`src/rtl/uoe_pkg.sv`:
```
// Shared constants for the UDP offload TX path: CHDR beat width, route word
// width and the arbiter FSM state encoding.
package uoe_pkg;
  localparam int CHDR_W  = 64;
  localparam int TUSER_W = 112;
  localparam int GRANT_W = 3;

  typedef logic [0:0] arb_state_t;
  localparam arb_state_t ST_IDLE = 1'b0;
  localparam arb_state_t ST_PASS = 1'b1;
endpackage

```
`src/rtl/uoe_tx_arbiter_if.sv`:
```
// Stream bundle around the TX arbiter: NUM_PORTS CHDR requesters in, one
// merged stream out. master = arbiter side, slave = environment side.
interface uoe_tx_arbiter_if #(
  parameter int NUM_PORTS = 4,
  parameter int TUSER_W   = 112
);
  import uoe_pkg::CHDR_W;

  logic [NUM_PORTS*CHDR_W-1:0]  s_tdata;
  logic [NUM_PORTS*TUSER_W-1:0] s_tuser;
  logic [NUM_PORTS-1:0]         s_tlast;
  logic [NUM_PORTS-1:0]         s_tvalid;
  logic [NUM_PORTS-1:0]         s_tready;

  logic [CHDR_W-1:0]            m_tdata;
  logic [TUSER_W-1:0]           m_tuser;
  logic                         m_tlast;
  logic                         m_tvalid;
  logic                         m_tready;

  modport master (
    input  s_tdata, s_tuser, s_tlast, s_tvalid, m_tready,
    output s_tready, m_tdata, m_tuser, m_tlast, m_tvalid
  );

  modport slave (
    output s_tdata, s_tuser, s_tlast, s_tvalid, m_tready,
    input  s_tready, m_tdata, m_tuser, m_tlast, m_tvalid
  );
endinterface

```
`src/rtl/uoe_rr_pick.sv`:
```
// Combinational round-robin pick: first set request at or after
// (last_grant+1) mod NUM_PORTS.
module uoe_rr_pick #(
  parameter int NUM_PORTS = 4
) (
  input  logic [NUM_PORTS-1:0] req_i,
  input  logic [2:0]           last_grant_i,
  output logic [2:0]           grant_o,
  output logic                 grant_valid_o
);
  logic [2*NUM_PORTS-1:0] dbl;
  logic [NUM_PORTS-1:0]   rot;
  int                     base;

  // Rotate so bit j of rot is port (last_grant+1+j) mod NUM_PORTS, then take
  // the lowest set bit; scanning downward lets the lowest j win.
  always_comb begin
    base          = 0;
    dbl           = {req_i, req_i};
    rot           = NUM_PORTS'(dbl >> (int'(last_grant_i) + 1));
    grant_o       = '0;
    grant_valid_o = |rot;
    for (int j = NUM_PORTS - 1; j >= 0; j--) begin
      if (rot[j]) begin
        base    = int'(last_grant_i) + 1 + j;
        grant_o = 3'((base >= NUM_PORTS) ? (base - NUM_PORTS) : base);
      end
    end
  end
endmodule

```
`src/rtl/uoe_tx_arbiter.sv`:
```
// Packet-granular round-robin merge of CHDR streams toward the UDP packet
// generator; one idle bubble per packet while the route word is latched.
module uoe_tx_arbiter #(
  parameter int NUM_PORTS = 4,
  parameter int TUSER_W   = 112
) (
  input  logic                 clk,
  input  logic                 rst,
  input  logic [NUM_PORTS-1:0] cfg_port_en,
  uoe_tx_arbiter_if.master     bus,
  output logic [2:0]           cur_grant,
  output logic                 busy,
  output logic [31:0]          pkt_count
);
  import uoe_pkg::CHDR_W;
  import uoe_pkg::arb_state_t;
  import uoe_pkg::ST_IDLE;
  import uoe_pkg::ST_PASS;

  arb_state_t           state_q, state_d;
  logic [2:0]           grant_q, grant_d;
  logic [2:0]           last_q, last_d;
  logic [TUSER_W-1:0]   tuser_q, tuser_d;
  logic [31:0]          pkt_count_q, pkt_count_d;

  logic [NUM_PORTS-1:0][CHDR_W-1:0]  sdata;
  logic [NUM_PORTS-1:0][TUSER_W-1:0] suser;
  logic [NUM_PORTS-1:0] req, rdy_vec;
  logic [CHDR_W-1:0]    sel_data;
  logic                 sel_last, sel_valid;
  logic [TUSER_W-1:0]   pick_user;
  logic [2:0]           pick;
  logic                 pick_vld, pass, fire;

  assign sdata = bus.s_tdata;
  assign suser = bus.s_tuser;
  assign req   = bus.s_tvalid & cfg_port_en;
  assign pass  = (state_q == ST_PASS);

  uoe_rr_pick #(.NUM_PORTS(NUM_PORTS)) u_pick (
    .req_i        (req),
    .last_grant_i (last_q),
    .grant_o      (pick),
    .grant_valid_o(pick_vld)
  );

  // Only the granted port is ever steered to the output or handed ready.
  always_comb begin
    sel_data  = '0;
    sel_last  = 1'b0;
    sel_valid = 1'b0;
    pick_user = '0;
    rdy_vec   = '0;
    for (int i = 0; i < NUM_PORTS; i++) begin
      if (grant_q == 3'(i)) begin
        sel_data   = sdata[i];
        sel_last   = bus.s_tlast[i];
        sel_valid  = bus.s_tvalid[i];
        rdy_vec[i] = pass & bus.m_tready;
      end
      if (pick == 3'(i)) pick_user = suser[i];
    end
  end

  assign bus.m_tvalid = pass & sel_valid;
  assign bus.m_tdata  = pass ? sel_data : '0;
  assign bus.m_tlast  = pass & sel_last;
  assign bus.m_tuser  = tuser_q;
  assign bus.s_tready = rdy_vec;
  assign fire         = bus.m_tvalid & bus.m_tready & bus.m_tlast;

  // The enable mask is only consulted in idle, so a port disabled mid-packet
  // still finishes its current packet.
  always_comb begin
    state_d     = state_q;
    grant_d     = grant_q;
    last_d      = last_q;
    tuser_d     = tuser_q;
    pkt_count_d = pkt_count_q;
    if (state_q == ST_IDLE) begin
      if (pick_vld) begin
        grant_d = pick;
        tuser_d = pick_user;
        state_d = ST_PASS;
      end
    end else if (fire) begin
      state_d     = ST_IDLE;
      last_d      = grant_q;
      pkt_count_d = pkt_count_q + 32'd1;
    end
  end

  always_ff @(posedge clk or posedge rst) begin
    if (rst) begin
      state_q     <= ST_IDLE;
      grant_q     <= '0;
      last_q      <= 3'(NUM_PORTS - 1);
      tuser_q     <= '0;
      pkt_count_q <= '0;
    end else begin
      state_q     <= state_d;
      grant_q     <= grant_d;
      last_q      <= last_d;
      tuser_q     <= tuser_d;
      pkt_count_q <= pkt_count_d;
    end
  end

  assign cur_grant = grant_q;
  assign busy      = pass;
  assign pkt_count = pkt_count_q;
endmodule

```
`src/flat_wrapper.sv`:
```
// flat-port wrapper written by rule: the top's interface ports become plain ports
module uoe_tx_arbiter_flat import uoe_pkg::CHDR_W; import uoe_pkg::arb_state_t; import uoe_pkg::ST_IDLE; import uoe_pkg::ST_PASS;
#(
  parameter int NUM_PORTS = 4,
  parameter int TUSER_W   = 112
)
  (clk, rst, cfg_port_en, cur_grant, busy, pkt_count, bus_s_tdata, bus_s_tuser, bus_s_tlast, bus_s_tvalid, bus_m_tready, bus_s_tready, bus_m_tdata, bus_m_tuser, bus_m_tlast, bus_m_tvalid);
  uoe_tx_arbiter_if #(.NUM_PORTS(NUM_PORTS), .TUSER_W(TUSER_W)) bus_i ();
  input  logic clk;
  input  logic rst;
  input  logic [NUM_PORTS-1:0] cfg_port_en;
  output logic [2:0] cur_grant;
  output logic busy;
  output logic [31:0] pkt_count;
  input wire logic [$bits(bus_i.s_tdata)-1:0] bus_s_tdata;
  input wire logic [$bits(bus_i.s_tuser)-1:0] bus_s_tuser;
  input wire logic [$bits(bus_i.s_tlast)-1:0] bus_s_tlast;
  input wire logic [$bits(bus_i.s_tvalid)-1:0] bus_s_tvalid;
  input wire logic [$bits(bus_i.m_tready)-1:0] bus_m_tready;
  output wire logic [$bits(bus_i.s_tready)-1:0] bus_s_tready;
  output wire logic [$bits(bus_i.m_tdata)-1:0] bus_m_tdata;
  output wire logic [$bits(bus_i.m_tuser)-1:0] bus_m_tuser;
  output wire logic [$bits(bus_i.m_tlast)-1:0] bus_m_tlast;
  output wire logic [$bits(bus_i.m_tvalid)-1:0] bus_m_tvalid;
  assign bus_i.s_tdata = bus_s_tdata;
  assign bus_i.s_tuser = bus_s_tuser;
  assign bus_i.s_tlast = bus_s_tlast;
  assign bus_i.s_tvalid = bus_s_tvalid;
  assign bus_i.m_tready = bus_m_tready;
  assign bus_s_tready = bus_i.s_tready;
  assign bus_m_tdata = bus_i.m_tdata;
  assign bus_m_tuser = bus_i.m_tuser;
  assign bus_m_tlast = bus_i.m_tlast;
  assign bus_m_tvalid = bus_i.m_tvalid;
  uoe_tx_arbiter #(.NUM_PORTS(NUM_PORTS), .TUSER_W(TUSER_W)) u_core (.clk(clk), .rst(rst), .cfg_port_en(cfg_port_en), .bus(bus_i), .cur_grant(cur_grant), .busy(busy), .pkt_count(pkt_count));
endmodule
```
`config.mk`:
```
export PLATFORM = sky130hd
export DESIGN_NAME = uoe_tx_arbiter_flat
export DESIGN_NICKNAME = d
export VERILOG_FILES = /design/src/rtl/uoe_pkg.sv /design/src/rtl/uoe_tx_arbiter_if.sv /design/src/rtl/uoe_rr_pick.sv /design/src/rtl/uoe_tx_arbiter.sv /design/src/flat_wrapper.sv
export SDC_FILE = /design/constraint.sdc
export NUM_CORES = 1
export LEC_CHECK = 0
export ABC_CLOCK_PERIOD_IN_PS = 4210
export BUFFER_PORTS_ARGS = -buffer_cell sky130_fd_sc_hd__buf_4
export CAP_MARGIN = 20
export CORE_AREA = 4 4 365 367
export DETAILED_ROUTE_END_ITERATION = 16
export DIE_AREA = 0 0 369 371
export HOLD_SLACK_MARGIN = 0.12
export RECOVER_POWER = 100
export SKIP_LAST_GASP = 1
export SLEW_MARGIN = 15
export SYNTH_ARGS = -nofsm -noshare
export SYNTH_HDL_FRONTEND = slang
export SYNTH_SLANG_ARGS = --single-unit
```
`constraint.sdc`:
```
create_clock -name clk -period 4.21 [get_ports clk]
set_input_delay 0.2105 -clock clk [delete_from_list [all_inputs] [get_ports clk]]
set_output_delay 0.2105 -clock clk [all_outputs]
set_load 0.1 [all_outputs]
```
==> results.md <==
* Outcome: finished, violations left
* Failing checks: max-capacitance violations, max-slew violations
* Cell taking the most area after synthesis: dfrtp_1
* Cell-internal power at 0.00892 W
* Clock power share at 6.6%
* WL/cell at 25.0 um
* CORE AREA at 129000 um^2
* Final Max Tran Viols at 162
* Final hold vios at 0
* Sequential share of power at 10.4%
* Setup CP Type: reg2reg
* R2r endpoint: u_core.bus.m_tuser[32]
* Gr usage total at 14.3%
* Sequential fraction of the synthesis area at 33.6%
* Clk_lat worst skew at 0.53 ns
* Syn Area/Cell at 8.68 um^2
* Period utilisation layout at 95.5%
* Non-filler instance count after layout at 4176
* Initial Util at 8.70%
* Num rows at 132
* Vias in the first global route at 16700
* Post-DRT Antenna Nets at 0
* I/O pin cnt at 937
* Min Tclk post-route at 4.02 ns
* Critical R2R Launch: u_core.last_q[1]
* Crit path cell chain: inv_1 -> ha_1 -> ha_1 -> nand2b_1 -> nand3_1 -> o21a_1 -> mux2i_1 -> o311ai_4 -> clkbuf_16 -> buf_16 -> a31o_2 -> o21ai_0 -> a21oi_1 -> dlygate4sd3_1
* Worst path slowest cell: dfstp_2
* Worst-margin pin slew at 1.92 ns
* CTS max path bufs at 2
* Via count at 16400
* Post-Synthesis Cells at 1298
* Dominant cell by count in the synthesized netlist: o22ai_1
* First-pass GRT wire length at 135 mm
* Netlist Area Pre-Place at 11300 um^2
* Post-Syn Nets at 2022
* CP max FO at 64
* Pre-Repair DR Iteration Count at 6
* Fin area at 22900 um^2
* Critical Path Most Common Cell: ha_1
* CP Launch Type: flip-flop
* Share of layout cells above drive strength 1 at 46.1%
* Slowest stage delay, CP at 0.63 ns
* Placed insts at 3862
* Yosys cell types at 52
* Max Cap Violations at 9
* CTS tree: done
* Worst VDD drop at 0.646 mV
* Post-synth ARST share at 100%
* Arr. time, crit path at 4.50 ns
* Max-slew headroom at -28.3%
* Number of enable flip-flop cells after synthesis at 0
* Final Skew at 0.0139 ns
* NetSw at 0.0165 W
* TNS Setup at 0 ns
* Dpl hpwl at 84.0 mm
* Reg2reg path depth at 14
* Switching Fraction at 64.9%
* Endpoint class of the critical path: flip-flop
* Synth Warn # at 0
* Comb pwr share at 83.0%
* Critical Path RT at 4.69 ns
* Hold Crit Class: in2reg
* DP Area at 20400 um^2
* NumNets Final at 3111
* Initial antenna violation count at 66
* Root buffer cell: clkbuf_16
* H-tree Lvls at 4
* Placer's final routability congestion estimate at 0.931
* Yosys reg bits at 151
* Die Y at 371 um
* Worst hold slack at 0.309 ns
* Synth top area share at 33.1%
* PortBufs at 936
* Num CTS Buffers at 17
* Final setup vio count at 0
* Clk pin slew, worst setup/hold paths at 0.09 ns
* Layout area overhead at 104%
* RSZ-0062 raised after global routing: true
* FF-to-FF setup slack at 0.19 ns
* CTS Sinks at 151
* Power per Cell Area at 1110 nW/um^2
* Hold Crit Depth at 3
* Fmax at 249 MHz
* Die area at 137000 um^2
* Area contributors post-synth: dfrtp_1 33%, mux2_2 13%, o22ai_1 9.7%
* Post-synth top cells: 175 x o22ai_1, 149 x dfrtp_1, 128 x mux2_2, 115 x a21oi_1, 111 x a31oi_1
* Leak at 9.42 nW
* DRT Wirelength at 104 mm
* Via density at 3.92
* Chip width at 369 um
* Worst hold start: bus_m_tready
* Largest net degree at the start of global routing at 114
* DR iter-0 viols at 1193
* Grt total ovfl at 0
* Post-synth top flop: dfrtp_1
* Hold Path End: u_core.pkt_count[0]
* Post-route DRC violation count at 0
[registers in the layout, summed over array words and instances, names as in the netlist]
name	flops
u_core.bus.m_tuser	112
u_core.busy	1
u_core.cur_grant	3
u_core.last_q	3
u_core.pkt_count	32
[placed cells by master (no fill, tap or decap), drive strengths merged, types with 2 or more instances in the layout]
master,netlist,routed
a21o,2,2
a21oi,117,117
a31o,111,111
a31oi,112,112
a32oi,2,2
and2,10,10
and3,7,7
and4,2,2
buf,65,830
clkbuf,91,175
clkinv,0,6
clkinvlp,0,2
dfrtp,149,149
dfstp,2,2
diode,0,34
dlygate4sd3,0,239
ha,5,5
inv,4,9
mux2,128,128
mux4,4,4
nand2,27,27
nand2b,3,3
nand3,19,20
nand3b,3,3
nand4,12,12
nor2,74,74
nor2b,2,2
nor3,5,5
nor4,2,2
o21ai,117,117
o22ai,175,175
or2,2,2
xnor2,28,28
xor2,4,4
[area by class of cell]
class                   instances  area, um^2
multi-input cells             988        6850
repair buffers               1225        9440
inverters                       4        16.3
diodes                         34        85.1
well taps                    1742        2180
fillers                     14800      107000
clock inverters                13         114
flip-flops and latches        151        3790
clock buffers                  19         453
[layer usage]
metal  wire length (um)  vias up  track usage [%]
met5                244        -                0
met4               3030       38             5.03
met3               9930      174             5.37
met2              47500      879             22.5
met1              43600     7998             17.7
li1                   -     7297                -
[worst max-delay path by stage]
stage	start	to	slack [ns]
floorplan	u_core.cur_grant[0]	bus_s_tready[1]	-0.05
detailed placement	u_core.last_q[0]	u_core.bus.m_tuser[6]	0.68
global route	u_core.last_q[1]	u_core.bus.m_tuser[6]	-0.03
CTS	u_core.last_q[0]	u_core.bus.m_tuser[32]	0.14
finish	u_core.last_q[1]	u_core.bus.m_tuser[32]	0.19
global placement	u_core.last_q[0]	u_core.bus.m_tuser[6]	0.71
[repair_timing]
| action | 4_1_cts | 5_1_grt |
|---|---|---|
| endpoints found under the setup margin | 0 | 93 |
| setup buffers | 0 | 7 |
| hold buffers | 239 | 0 |
| gates resized for setup | 0 | 7 |
| endpoints found under the hold margin | 144 | 0 |
[cells by family (layout without fill, tap and decap cells)]
kind of cell             Yosys count  count (layout)  synth area share, %
AND/OR/NAND/NOR                  170             171                 7.10
buffers and inverters            160            1261                 6.17
adder cells (fa/ha/maj)            5               5                0.555
AO/OA/AOI/OAI                    647             647                 36.4
flip-flops                       151             151                 33.6
multiplexers                     133             133                 13.7
other                              0              34                    0
XOR/XNOR                          32              32                 2.49
[worst max-delay path, delay by kind of cell, from the launching register on]
family,cells,cell delay [ns]
AO/OA/AOI/OAI,5,1.11
adder cells (fa/ha/maj),2,0.56
buffers and inverters,4,1.27
flip-flops,1,0.63
multiplexers,1,0.13
AND/OR/NAND/NOR,2,0.22
[power groups by stage]
| stage | combinational [W] | clock, W | sequential [W] |
|---|---|---|---|
| after global placement | 0.0197 | 0 | 0.00266 |
| after global routing | 0.0220 | 0.00183 | 0.00271 |
| final | 0.0211 | 0.00168 | 0.00263 |
| after detailed placement | 0.0198 | 0 | 0.00268 |
| after CTS | 0.0213 | 0.00178 | 0.00266 |
| after floorplan | 0.0103 | 0 | 0.00663 |
[through the flow]
step / setup WS (ns) / util [%] / power [W]
2_1_floorplan: -0.0515 / - / 0.0169
3_3_place_gp: 0.709 / 15.7 / 0.0224
3_5_place_dp: 0.684 / 15.7 / 0.0224
4_1_cts: 0.139 / 18.0 / 0.0257
5_1_grt: -0.0305 / 17.7 / 0.0266
6_report: 0.188 / 17.7 / 0.0254
Power figures use the tool's default switching activity.
